$ cat config.mk
export PLATFORM = sky130hd
export DESIGN_NAME = led_pattern_seq
export DESIGN_NICKNAME = d
export VERILOG_FILES = /design/src/rtl/led_pkg.sv /design/src/rtl/step_sync_edge.sv /design/src/rtl/led_pattern_seq.sv
export SDC_FILE = /design/constraint.sdc
export NUM_CORES = 1
export LEC_CHECK = 0
export ABC_CLOCK_PERIOD_IN_PS = 1800
export BUFFER_PORTS_ARGS = -buffer_cell sky130_fd_sc_hd__clkbuf_2
export CAP_MARGIN = 15
export CELL_PAD_IN_SITES_DETAIL_PLACEMENT = 0
export CELL_PAD_IN_SITES_GLOBAL_PLACEMENT = 1
export CORE_MARGIN = 4
export CORE_UTILIZATION = 40
export DETAILED_ROUTE_END_ITERATION = 10
export PLACE_DENSITY = 0.84
export SLEW_MARGIN = 20
export SYNTH_ARGS = -nofsm -noshare
export SYNTH_HDL_FRONTEND = slang
export SYNTH_SLANG_ARGS = --single-unit
$ cat constraint.sdc
create_clock -name clk -period 1.8 [get_ports clk]
set_input_delay 0.09 -clock clk [delete_from_list [all_inputs] [get_ports clk]]
set_output_delay 0.09 -clock clk [all_outputs]
set_load 0.05 [all_outputs]
$ cat src/rtl/led_pkg.sv
// Shared constants for the LED pattern sequencer: pattern modes and
// ping-pong direction encoding.
package led_pkg;

  localparam logic [1:0] MODE_ROT_L = 2'd0;
  localparam logic [1:0] MODE_ROT_R = 2'd1;
  localparam logic [1:0] MODE_PING  = 2'd2;
  localparam logic [1:0] MODE_FILL  = 2'd3;

  localparam logic DIR_LEFT  = 1'b0;
  localparam logic DIR_RIGHT = 1'b1;

endpackage

$ cat src/rtl/step_sync_edge.sv
// Synchronises an asynchronous slow input into clk and emits a registered
// one-cycle tick per rising edge, suppressed until a real low level is seen.
module step_sync_edge #(
  parameter int SYNC_STAGES = 2
) (
  input  logic clk,
  input  logic reset,
  input  logic step_in,
  output logic tick
);

  logic [SYNC_STAGES-1:0] sync_q;
  logic [SYNC_STAGES-1:0] fill_q;
  logic                   prev_q;
  logic                   armed_q;
  logic                   tick_q;
  logic                   s;
  logic                   fill_done;

  assign s         = sync_q[SYNC_STAGES-1];
  assign fill_done = fill_q[SYNC_STAGES-1];
  assign tick      = tick_q;

  // fill_q marks when s holds a genuine sample rather than a reset zero,
  // so a step_in held high across reset cannot arm and fire a false tick.
  always_ff @(posedge clk) begin
    if (!reset) begin
      sync_q  <= '0;
      fill_q  <= '0;
      prev_q  <= 1'b0;
      armed_q <= 1'b0;
      tick_q  <= 1'b0;
    end else begin
      sync_q <= {sync_q[SYNC_STAGES-2:0], step_in};
      fill_q <= {fill_q[SYNC_STAGES-2:0], 1'b1};
      prev_q <= s;
      if (fill_done && !s) armed_q <= 1'b1;
      tick_q <= s & ~prev_q & armed_q;
    end
  end

endmodule

$ cat src/rtl/led_pattern_seq.sv
// LED pattern sequencer: each synchronised step_in rising edge advances a
// rotate / ping-pong / bar-fill pattern chosen by mode.
module led_pattern_seq
  import led_pkg::*;
#(
  parameter int N_LED       = 8,
  parameter int SYNC_STAGES = 2
) (
  input  logic             clk,
  input  logic             reset,
  input  logic             step_in,
  input  logic [1:0]       mode,
  input  logic             run,
  output logic [N_LED-1:0] led,
  output logic             step_tick
);

  localparam logic [N_LED-1:0] LSB_ONE = N_LED'(1);
  localparam logic [N_LED-1:0] MSB_ONE = LSB_ONE << (N_LED - 1);

  logic [N_LED-1:0] led_q, led_n;
  logic             dir_q, dir_n;
  logic [1:0]       mode_q;
  logic             step_tick_q;
  logic             tick;
  logic             reload;

  function automatic logic [N_LED-1:0] seed_of(input logic [1:0] m);
    logic [N_LED-1:0] v;
    unique case (m)
      MODE_ROT_R: v = MSB_ONE;
      MODE_FILL:  v = '0;
      default:    v = LSB_ONE;
    endcase
    return v;
  endfunction

  step_sync_edge #(.SYNC_STAGES(SYNC_STAGES)) u_sync (
    .clk     (clk),
    .reset   (reset),
    .step_in (step_in),
    .tick    (tick)
  );

  assign reload    = (mode != mode_q);
  assign led       = led_q;
  assign step_tick = step_tick_q;

  // A mode change wins over a coincident tick; the tick is still reported.
  always_comb begin
    led_n = led_q;
    dir_n = dir_q;
    if (reload) begin
      led_n = seed_of(mode);
      dir_n = DIR_LEFT;
    end else if (tick && run) begin
      unique case (mode_q)
        MODE_ROT_L: led_n = {led_q[N_LED-2:0], led_q[N_LED-1]};
        MODE_ROT_R: led_n = {led_q[0], led_q[N_LED-1:1]};
        MODE_PING: begin
          if (dir_q == DIR_LEFT) begin
            if (led_q[N_LED-1]) begin
              led_n = led_q >> 1;
              dir_n = DIR_RIGHT;
            end else begin
              led_n = led_q << 1;
            end
          end else begin
            if (led_q[0]) begin
              led_n = led_q << 1;
              dir_n = DIR_LEFT;
            end else begin
              led_n = led_q >> 1;
            end
          end
        end
        MODE_FILL: begin
          if (&led_q) led_n = '0;
          else        led_n = {led_q[N_LED-2:0], 1'b1};
        end
      endcase
    end
  end

  always_ff @(posedge clk) begin
    if (!reset) begin
      led_q       <= LSB_ONE;
      dir_q       <= DIR_LEFT;
      mode_q      <= MODE_ROT_L;
      step_tick_q <= 1'b0;
    end else begin
      led_q       <= led_n;
      dir_q       <= dir_n;
      mode_q      <= mode;
      step_tick_q <= tick;
    end
  end

endmodule

==> results of run 1 <==
==> worst max-delay path, cell delays in order, from the launching register on <==
cell	delay (ns)
dfxtp_1	0.58
xor2_1	0.18
a211oi_2	0.32
and2_1	0.29
nand2_1	0.08
o21ai_1	0.08
==> per-stage QoR <==
stage | util, % | area, µm² | worst slack, ns
after global routing | 47.62 | 1054 | 0.003586
after detailed placement | 45.93 | 1016 | 0.2292
after floorplan | - | 937.1 | 0.1184
after CTS | 47.62 | 1054 | 0.2019
after global placement | 45.93 | 1016 | 0.2620
final | 47.62 | 1054 | 0.2012
==> cell usage after synthesis, drive strengths merged (2+ instances only) <==
| cell | number | share of area [%] |
|---|---|---|
| a21oi | 4 | 2.5 |
| a22oi | 4 | 3.2 |
| a32oi | 2 | 1.9 |
| and2 | 8 | 5.3 |
| and4 | 2 | 1.9 |
| buf | 5 | 4.0 |
| dfxtp | 19 | 41 |
| inv | 3 | 1.2 |
| mux2i | 2 | 2.1 |
| nand2 | 15 | 6.0 |
| nand4 | 3 | 2.0 |
| nor2 | 2 | 0.80 |
| nor2b | 6 | 4.0 |
| o21a | 3 | 2.4 |
| o21ai | 10 | 5.3 |
| or3 | 3 | 2.0 |
| xor2 | 2 | 1.9 |
==> routing by layer <==
metal	GRT usage [%]	up-vias
li1	-	421
met5	0	-
met4	6.102	0
met3	2.529	4
met1	16.67	391
met2	22.04	13
==> worst max path at each step <==
stage	from	end	slack, ns
5_1_grt	mode_q[0]	led[5]	0.004
6_report	mode_q[0]	led[2]	0.20
4_1_cts	mode_q[0]	led[2]	0.20
2_1_floorplan	led[0]	led[7]	0.12
3_5_place_dp	mode_q[0]	led[2]	0.23
3_3_place_gp	mode_q[0]	led[1]	0.26
==> power by group <==
group / total [µW] / switching (µW) / leakage, µW / internal, µW
clock network: 211 / 128 / 0.0000177 / 82.8
logic: 106 / 63.8 / 0.000241 / 41.7
registers: 447 / 13.7 / 0.000155 / 433
==> kinds of logic (layout without fill, tap and decap cells) <==
kind of cell	count (synthesis)	count (layout)
muxes	2	2
xor gates and xnor gates	2	2
and+or+nand+nor	43	43
DFF	19	19
buffers and inverters	9	24
AOI/OAI and AO/OA	32	32
==> registers in the layout, summed over array words and instances, names as in the netlist <==
register,cells
dir_q,1
led,8
mode_q,2
step_tick,1
u_sync.armed_q,1
u_sync.fill_q,2
u_sync.prev_q,1
u_sync.sync_q,2
u_sync.tick,1
==> final cells by class <==
| type | instances | area, µm² | share of cell area (%) |
|---|---|---|---|
| clock buffer | 3 | 22.52 | 2.138 |
| tap | 28 | 35.03 | 3.325 |
| timing repair buffer | 17 | 95.09 | 9.026 |
| multi-input combinational | 79 | 504.2 | 47.86 |
| sequential | 19 | 380.4 | 36.10 |
| clock inverter | 1 | 5.005 | 0.4751 |
| inverter | 3 | 11.26 | 1.069 |
==> cells in the final DEF, fill, tap and decap left out, types with 3 or more instances in the layout <==
cell,count
clkbuf_4,3
dfxtp_1,19
nor2b_1,6
a21oi_1,3
nand4_1,3
a22oi_1,4
nand2_1,15
o21a_1,3
inv_1,3
clkbuf_2,14
o21ai_1,8
and2_1,8
or3_1,3
==> impl_metrics.toml, run 1 <==
[run]
drv_cap = 0

[layout]
fin_cells = 150
antenna_cells = 0
nets = 129
syn2layout_area_growth_pct = 12.42
n_fill_cell = 243
drive_above_1_share_pct = 19.67

[clock_network]
postCtsSetupBuffers = 0
clk_pin_slew_ns = 0.11
clk_root_buffer_cell = "clkbuf_4"
clkSinkCount = 19
hold_buffers = 1
cts_tree = "yes"
cts_max_level = 1
cts_buffers = 3
cts_buffer_depth = 2
worstSkewPairLatency_ns = 0.30
cts_resized = 0

[sta]
whs_ns = 0.05403
skew_ns = 0.009246
max_slew_margin_pct = 72.61
tightestPinTransition_ns = 0.4102
timing.final.crit_period_ns = 1.599
fmax_mhz = 625.5
tns_ns = 0
finalCritPeriodShare_pct = 88.82
finalMaxSlewViolations = 0
finalHoldViolCount = 0
setup_viol = 0
rsz0062_at_grt = "false"

[worst_hold_path]
hp-class = "in2reg"
hold_depth = 2
min-delay-start = "mode[1]"
hold_path_end = "mode_q[1]"

[routing]
ant_nets = 0
wl_met1_um = 875
vias_per_cell = 5.527
wl_mm = 1.953
drc = 0
drt_iter0_drc = 13
dr.pass1.iters = 4
wl_met3_um = 67
routed-wl-met2_um = 982
vias = 829
highest_layer = "met4"
wl_per_cell_um = 13.02

[synthesis]
netlist_instances = 107
ys_ff_latch = 19
synth_top_family_by_area = "simple AND/OR/NAND/NOR gates"
synth_compound_area_share_pct = 24.30
synthesis.nets = 113
synthSimpleGateAreaFrac_pct = 25.50
yosys.area_share.xor_xnor_pct = 1.869
synth_cell_type_count = 34
synth_ff_type = "dfxtp_1"
ys_seq_area_share_pct = 40.59
netlist_area_um2 = 937.1
syn_avg_cell_area_um2 = 8.758
async_flop_share_pct = 0
synth-adder-area-share_pct = 0
synthMuxAreaShare_pct = 2.136
ys_warn_count = 0
synth_edf_count = 0

[floorplanning]
io_pins = 15
die_h_um = 56.41
die_area_mm2 = 0.003182
die_x_um = 56.41
row_count = 17
start_util_pct = 42.36
core_area_mm2 = 0.002212

[worst_setup_path]
end_kind = "register"
critPathLaunchType = "register"
critical_path_class = "reg2reg"
worstPathArrival_ns = 1.82
r2r.worst_path.cells = 5
worstPathMaxFanout = 13
worstReg2RegStart = "mode_q[0]"
rrSetupSlack_ns = 0.20
r2r_end = "led[2]"
worst_ep_required_time_ns = 2.02

[power]
powerDensity_mw_per_mm2 = 724.8
vdd_ir_drop_max_mv = 0.5232
power_leakage_uw = 0.0004137
power.total_uw = 763.6

[grt]
grt_max_degree = 15
first_global_vias = 728
antenna_found_initial = 0
overflow = 0
grt.total_usage_pct = 13.35
grt_pass1_wl_mm = 3.339

[place]
placedCellCount = 145
gp_congestion = 0.7923
place_hpwl_mm = 1.517
portBuffers = 14

[outcome]
status = "finished, final reports clean"
Note: power is estimated with default switching activity, not from simulation.
==> run 2: changes to the inputs <==
--- a/config.mk
+++ b/config.mk
@@ -8,10 +8,8 @@
 export ABC_CLOCK_PERIOD_IN_PS = 1800
 export BUFFER_PORTS_ARGS = -buffer_cell sky130_fd_sc_hd__clkbuf_2
 export CAP_MARGIN = 15
-export CELL_PAD_IN_SITES_DETAIL_PLACEMENT = 0
-export CELL_PAD_IN_SITES_GLOBAL_PLACEMENT = 1
 export CORE_MARGIN = 4
-export CORE_UTILIZATION = 40
+export CORE_UTILIZATION = 53
 export DETAILED_ROUTE_END_ITERATION = 10
 export PLACE_DENSITY = 0.84
 export SLEW_MARGIN = 20
==> run 2 against run 1 <==
  * Count of clock-buffer cells in the layout unchanged
  * Power is 1.0% higher
  * Via count shrank 0.48%
  * Critical endpoint is now led[0]
  * Maximum frequency fell by 1.7%
  * Largest power group unchanged
==> impl_metrics.toml, run 2 (synthesis results as in run 1) <==
[sta]
tightestPinTransition_ns = 0.3981
timing.final.crit_period_ns = 1.626
tns_ns = 0
finalMaxSlewViolations = 0
max_slew_margin_pct = 73.43
skew_ns = 0.006527
fmax_mhz = 615.1
finalCritPeriodShare_pct = 90.32
setup_viol = 0
rsz0062_at_grt = "false"
finalHoldViolCount = 0

[layout]
syn2layout_area_growth_pct = 10.55
n_fill_cell = 135
largest_register_ffs = 8
fin_cells = 144
antenna_cells = 0
final_cell_mix = "dfxtp_1, nand2_1, clkbuf_2, and2_1, o21ai_1"
design_area_mm2 = 0.001036
fin_util_pct = 64.99
regArea_um2 = 380.4
final_common_cell = "dfxtp_1"
drive_above_1_share_pct = 18.33
nets = 127
multi_input_area_um2 = 504.2

[clock_network]
worstSkewPairLatency_ns = 0.30
clk_pin_slew_ns = 0.11
clkSinkCount = 19
cts_max_level = 1
cts_buffer_depth = 2
cts_buffers = 3
cts_tree = "yes"
clk_root_buffer_cell = "clkbuf_4"
cts_resized = 0

[place]
gp_congestion = 0.9001
placedCellCount = 139
portBuffers = 14
postPlaceCellArea_um2 = 996.0
place_hpwl_mm = 1.334

[worst_hold_path]
hp-class = "in2reg"

[routing]
wl_met3_um = 95
vias_per_cell = 5.729
vias = 825
drt_iter0_drc = 15
drc = 0
highest_layer = "met4"
dr.pass1.iters = 4
wl_mm = 1.872
ant_nets = 0
routed-wl-met2_um = 846
wl_per_cell_um = 13.00
wl_met1_um = 904

[floorplanning]
io_pins = 15
start_util_pct = 58.79
row_count = 14
die_area_mm2 = 0.002505
die_h_um = 50.05
core_area_mm2 = 0.001594
die_x_um = 50.05

[grt]
grt_max_degree = 15
first_global_vias = 719
grt_pass1_wl_mm = 3.153
grt.total_usage_pct = 16.75
overflow = 0
antenna_found_initial = 0

[worst_setup_path]
worstPathMaxFanout = 13
worst_ep_required_time_ns = 1.98
worstPathArrival_ns = 1.81
critical_path_class = "reg2reg"
critPathLaunchType = "register"
end_kind = "register"

[power]
vdd_ir_drop_max_mv = 0.6904
powerDensity_mw_per_mm2 = 744.4
power_leakage_uw = 0.0004000

[run]
drv_cap = 0

[outcome]
status = "finished, final reports clean"
==> run 2: cell types whose count changed in the layout (fill, tap and decap cells not counted), sizes merged <==
cell / before / now
buf: 2 / 0
clkinvlp: 0 / 1
clkinv: 1 / 0
==> run 2: path summary, 6_finish.rpt <==
check	from	end	slack, ns	depth (start not counted)
setup / recovery	mode_q[0]	led[0]	0.17	5
hold / removal	reset	u_sync.fill_q[0]	0.04	1
setup reg to reg	mode_q[0]	led[0]	0.17	5
hold reg to reg	u_sync.fill_q[0]	u_sync.fill_q[1]	0.44	1
==> run 2: worst max-delay path: stages (launching register included) <==
cell and delay [ns]:
dfxtp_1 0.58, and2b_1 0.25, o21ai_1 0.09, nand2_1 0.15, a221oi_2 0.31, o311ai_1 0.12
==> run 2: timing repair <==
item,in CTS,in global routing
setup buffers,0,0
hold buffers,1,0
hold endpoints to repair,1,0
==> run 2: cell type report <==
class	count	area share, %
tap	24	2.899
inverter	3	1.087
multi-input combinational	79	48.67
timing repair buffer	15	7.729
clock buffer	3	2.174
clock inverter	1	0.7246
sequential	19	36.72
==> run 2: stage by stage <==
stage | total power (µW) | setup WS (ns) | hold WS (ns)
finish | 771.2 | 0.1742 | 0.04413
global route | 821.1 | 0.02036 | 0.02397
CTS | 782.3 | 0.1918 | 0.02765
detailed placement | 555.5 | 0.2273 | 0.3014
global placement | 552.7 | 0.2526 | 0.2996
floorplan | 536.8 | 0.1184 | 0.1177
==> run 2: per-layer routing <==
| layer | vias to the layer above | global-route usage (%) |
|---|---|---|
| met5 | - | 0 |
| met4 | 0 | 7.834 |
| met3 | 4 | 6.627 |
| met2 | 22 | 25.43 |
| met1 | 383 | 20.40 |
| li1 | 416 | - |
==> run 2: report_power, final <==
part	internal [µW]	switching, µW	total [µW]
Combinational	38.4	56.6	95.1
Sequential	433	20.6	454
Clock	84.8	137	222
==> run 3: changes to the inputs <==
--- a/config.mk
+++ b/config.mk
@@ -9,9 +9,10 @@
 export BUFFER_PORTS_ARGS = -buffer_cell sky130_fd_sc_hd__clkbuf_2
 export CAP_MARGIN = 15
 export CORE_MARGIN = 4
-export CORE_UTILIZATION = 53
+export CORE_UTILIZATION = 55
+export CTS_BUF_LIST = sky130_fd_sc_hd__clkbuf_8
 export DETAILED_ROUTE_END_ITERATION = 10
-export PLACE_DENSITY = 0.84
+export PLACE_DENSITY = 0.87
 export SLEW_MARGIN = 20
 export SYNTH_ARGS = -nofsm -noshare
 export SYNTH_HDL_FRONTEND = slang
==> run 3 against run 2 <==
  * Global-route usage up 1.6 points
  * Core utilization grew 1.9 points
  * Via count increased by 1.3%
  * Register-to-register slack improved by 0.02 ns
  * Largest power group unchanged
==> impl_metrics.toml, run 3 (synthesis results as in run 1) <==
[grt]
antenna_found_initial = 0
grt_pass1_wl_mm = 3.456
first_global_vias = 812
overflow = 0
grt.total_usage_pct = 18.37
grt_max_degree = 15

[sta]
fin_ws_ns = 0.1940
fmax_mhz = 622.7
tns_ns = 0
whs_ns = 0.03344
finalHoldViolCount = 0
finalMaxSlewViolations = 0
max_slew_margin_pct = 73.29
finalCritPeriodShare_pct = 89.22
skew_ns = 0.0005656
timing.final.crit_period_ns = 1.606
rsz0062_at_grt = "false"
setup_viol = 0
tightestPinTransition_ns = 0.4001

[floorplanning]
die_h_um = 49.28
start_util_pct = 60.11
die_area_mm2 = 0.002429
die_x_um = 49.28
io_pins = 15
core_area_mm2 = 0.001559
row_count = 14

[routing]
wl_per_cell_um = 14.18
vias = 836
drc = 0
dr.pass1.iters = 4
ant_nets = 0
vias_per_cell = 6.147
wl_mm = 1.928
drt_iter0_drc = 20

[worst_setup_path]
end_kind = "register"
slowest_stage = "dfxtp_1"
worstPathArrival_ns = 1.73
critPathLaunchType = "register"
worst_ep_required_time_ns = 1.93
cp_slowest_stage_delay_ns = 0.57
cp_cell_sequence = "and2b_1 > o21ai_1 > nand2_1 > a221oi_2 > o311ai_1"
worstPathMaxFanout = 13
critical_path_class = "reg2reg"

[clock_network]
cts_tree = "yes"
cts_resized = 0
cts_buffers = 3
postCtsSetupBuffers = 0
hold_buffers = 0
clkSinkCount = 19
cts_max_level = 1
clk_root_buffer_cell = "clkbuf_8"
cts_buffer_depth = 2
clk_pin_slew_ns = 0.07
worstSkewPairLatency_ns = 0.26

[layout]
drive_above_1_share_pct = 19.17
antenna_cells = 0
syn2layout_area_growth_pct = 11.21
fin_cells = 136
final_common_cell = "dfxtp_1"
design_area_mm2 = 0.001042
largest_register_ffs = 8
final_cell_mix = "dfxtp_1, nand2_1, clkbuf_2, and2_1, o21ai_1"
nets = 127

[place]
gp_congestion = 0.9139
dp_slack_ns = 0.2136
postPlaceCellArea_um2 = 993.5
place_hpwl_mm = 1.417
placedCellCount = 132
portBuffers = 14

[power]
switching_share_pct = 26.33
p_int_uw = 629.7
power_leakage_uw = 0.0004081
powerDensity_mw_per_mm2 = 820.1
power.share.clock_pct = 35.5
p_switching_uw = 225.1
p_comb_share_pct = 11.7
vdd_ir_drop_max_mv = 0.6324
power_frac_seq_pct = 52.8

[outcome]
status = "finished, final reports clean"

[worst_hold_path]
hp-class = "in2reg"

[run]
drv_cap = 0
==> run 3: area by class of cell <==
| cell class | instances | area [µm²] |
|---|---|---|
| sequential | 19 | 380.4 |
| fill | 128 | 516.7 |
| clock inverter | 1 | 7.507 |
| timing repair buffer | 15 | 77.57 |
| inverter | 3 | 11.26 |
| multi-input combinational | 79 | 504.2 |
| clock buffer | 3 | 41.29 |
| tap | 16 | 20.02 |
==> run 3: stage by stage <==
| stage | total power [µW] | util [%] |
|---|---|---|
| floorplan | 536.8 | - |
| global placement | 556.7 | 63.72 |
| detailed placement | 560.9 | 63.72 |
| CTS | 861.9 | 66.85 |
| global route | 899.2 | 66.85 |
| finish | 854.8 | 66.85 |
==> run 3: power by group through the flow <==
stage / logic (µW) / clock network (µW) / registers (µW)
global route: 112 / 333 / 454
CTS: 100 / 311 / 451
global placement: 97.3 / 0 / 459
detailed placement: 100 / 0 / 461
finish: 100 / 303 / 451
floorplan: 75.0 / 0 / 462
==> run 3: routing by layer <==
metal / share of wire [%] / track usage (%) / up-vias
li1: - / - / 414
met1: 46 / 21.85 / 383
met2: 45 / 29.46 / 32
met3: 6.5 / 3.976 / 7
met4: 3.1 / 11.85 / 0
met5: 0 / 0 / -
==> run 3: critical path: cells and delay by family (launching register included) <==
family / cells / cell delay (ns)
and+or+nand+nor: 2 / 0.40
DFF: 1 / 0.57
AOI/OAI and AO/OA: 3 / 0.51
==> run 3: final timing paths <==
check                                      start          endpoint  slack (ns)  cells after the start
worst min register to register  u_sync.sync_q[0]  u_sync.sync_q[1]        0.44                      1
worst min-delay path                     step_in  u_sync.sync_q[0]        0.03                      2
worst max register to register         mode_q[0]            led[0]        0.19                      5
worst max-delay path                   mode_q[0]            led[0]        0.19                      5
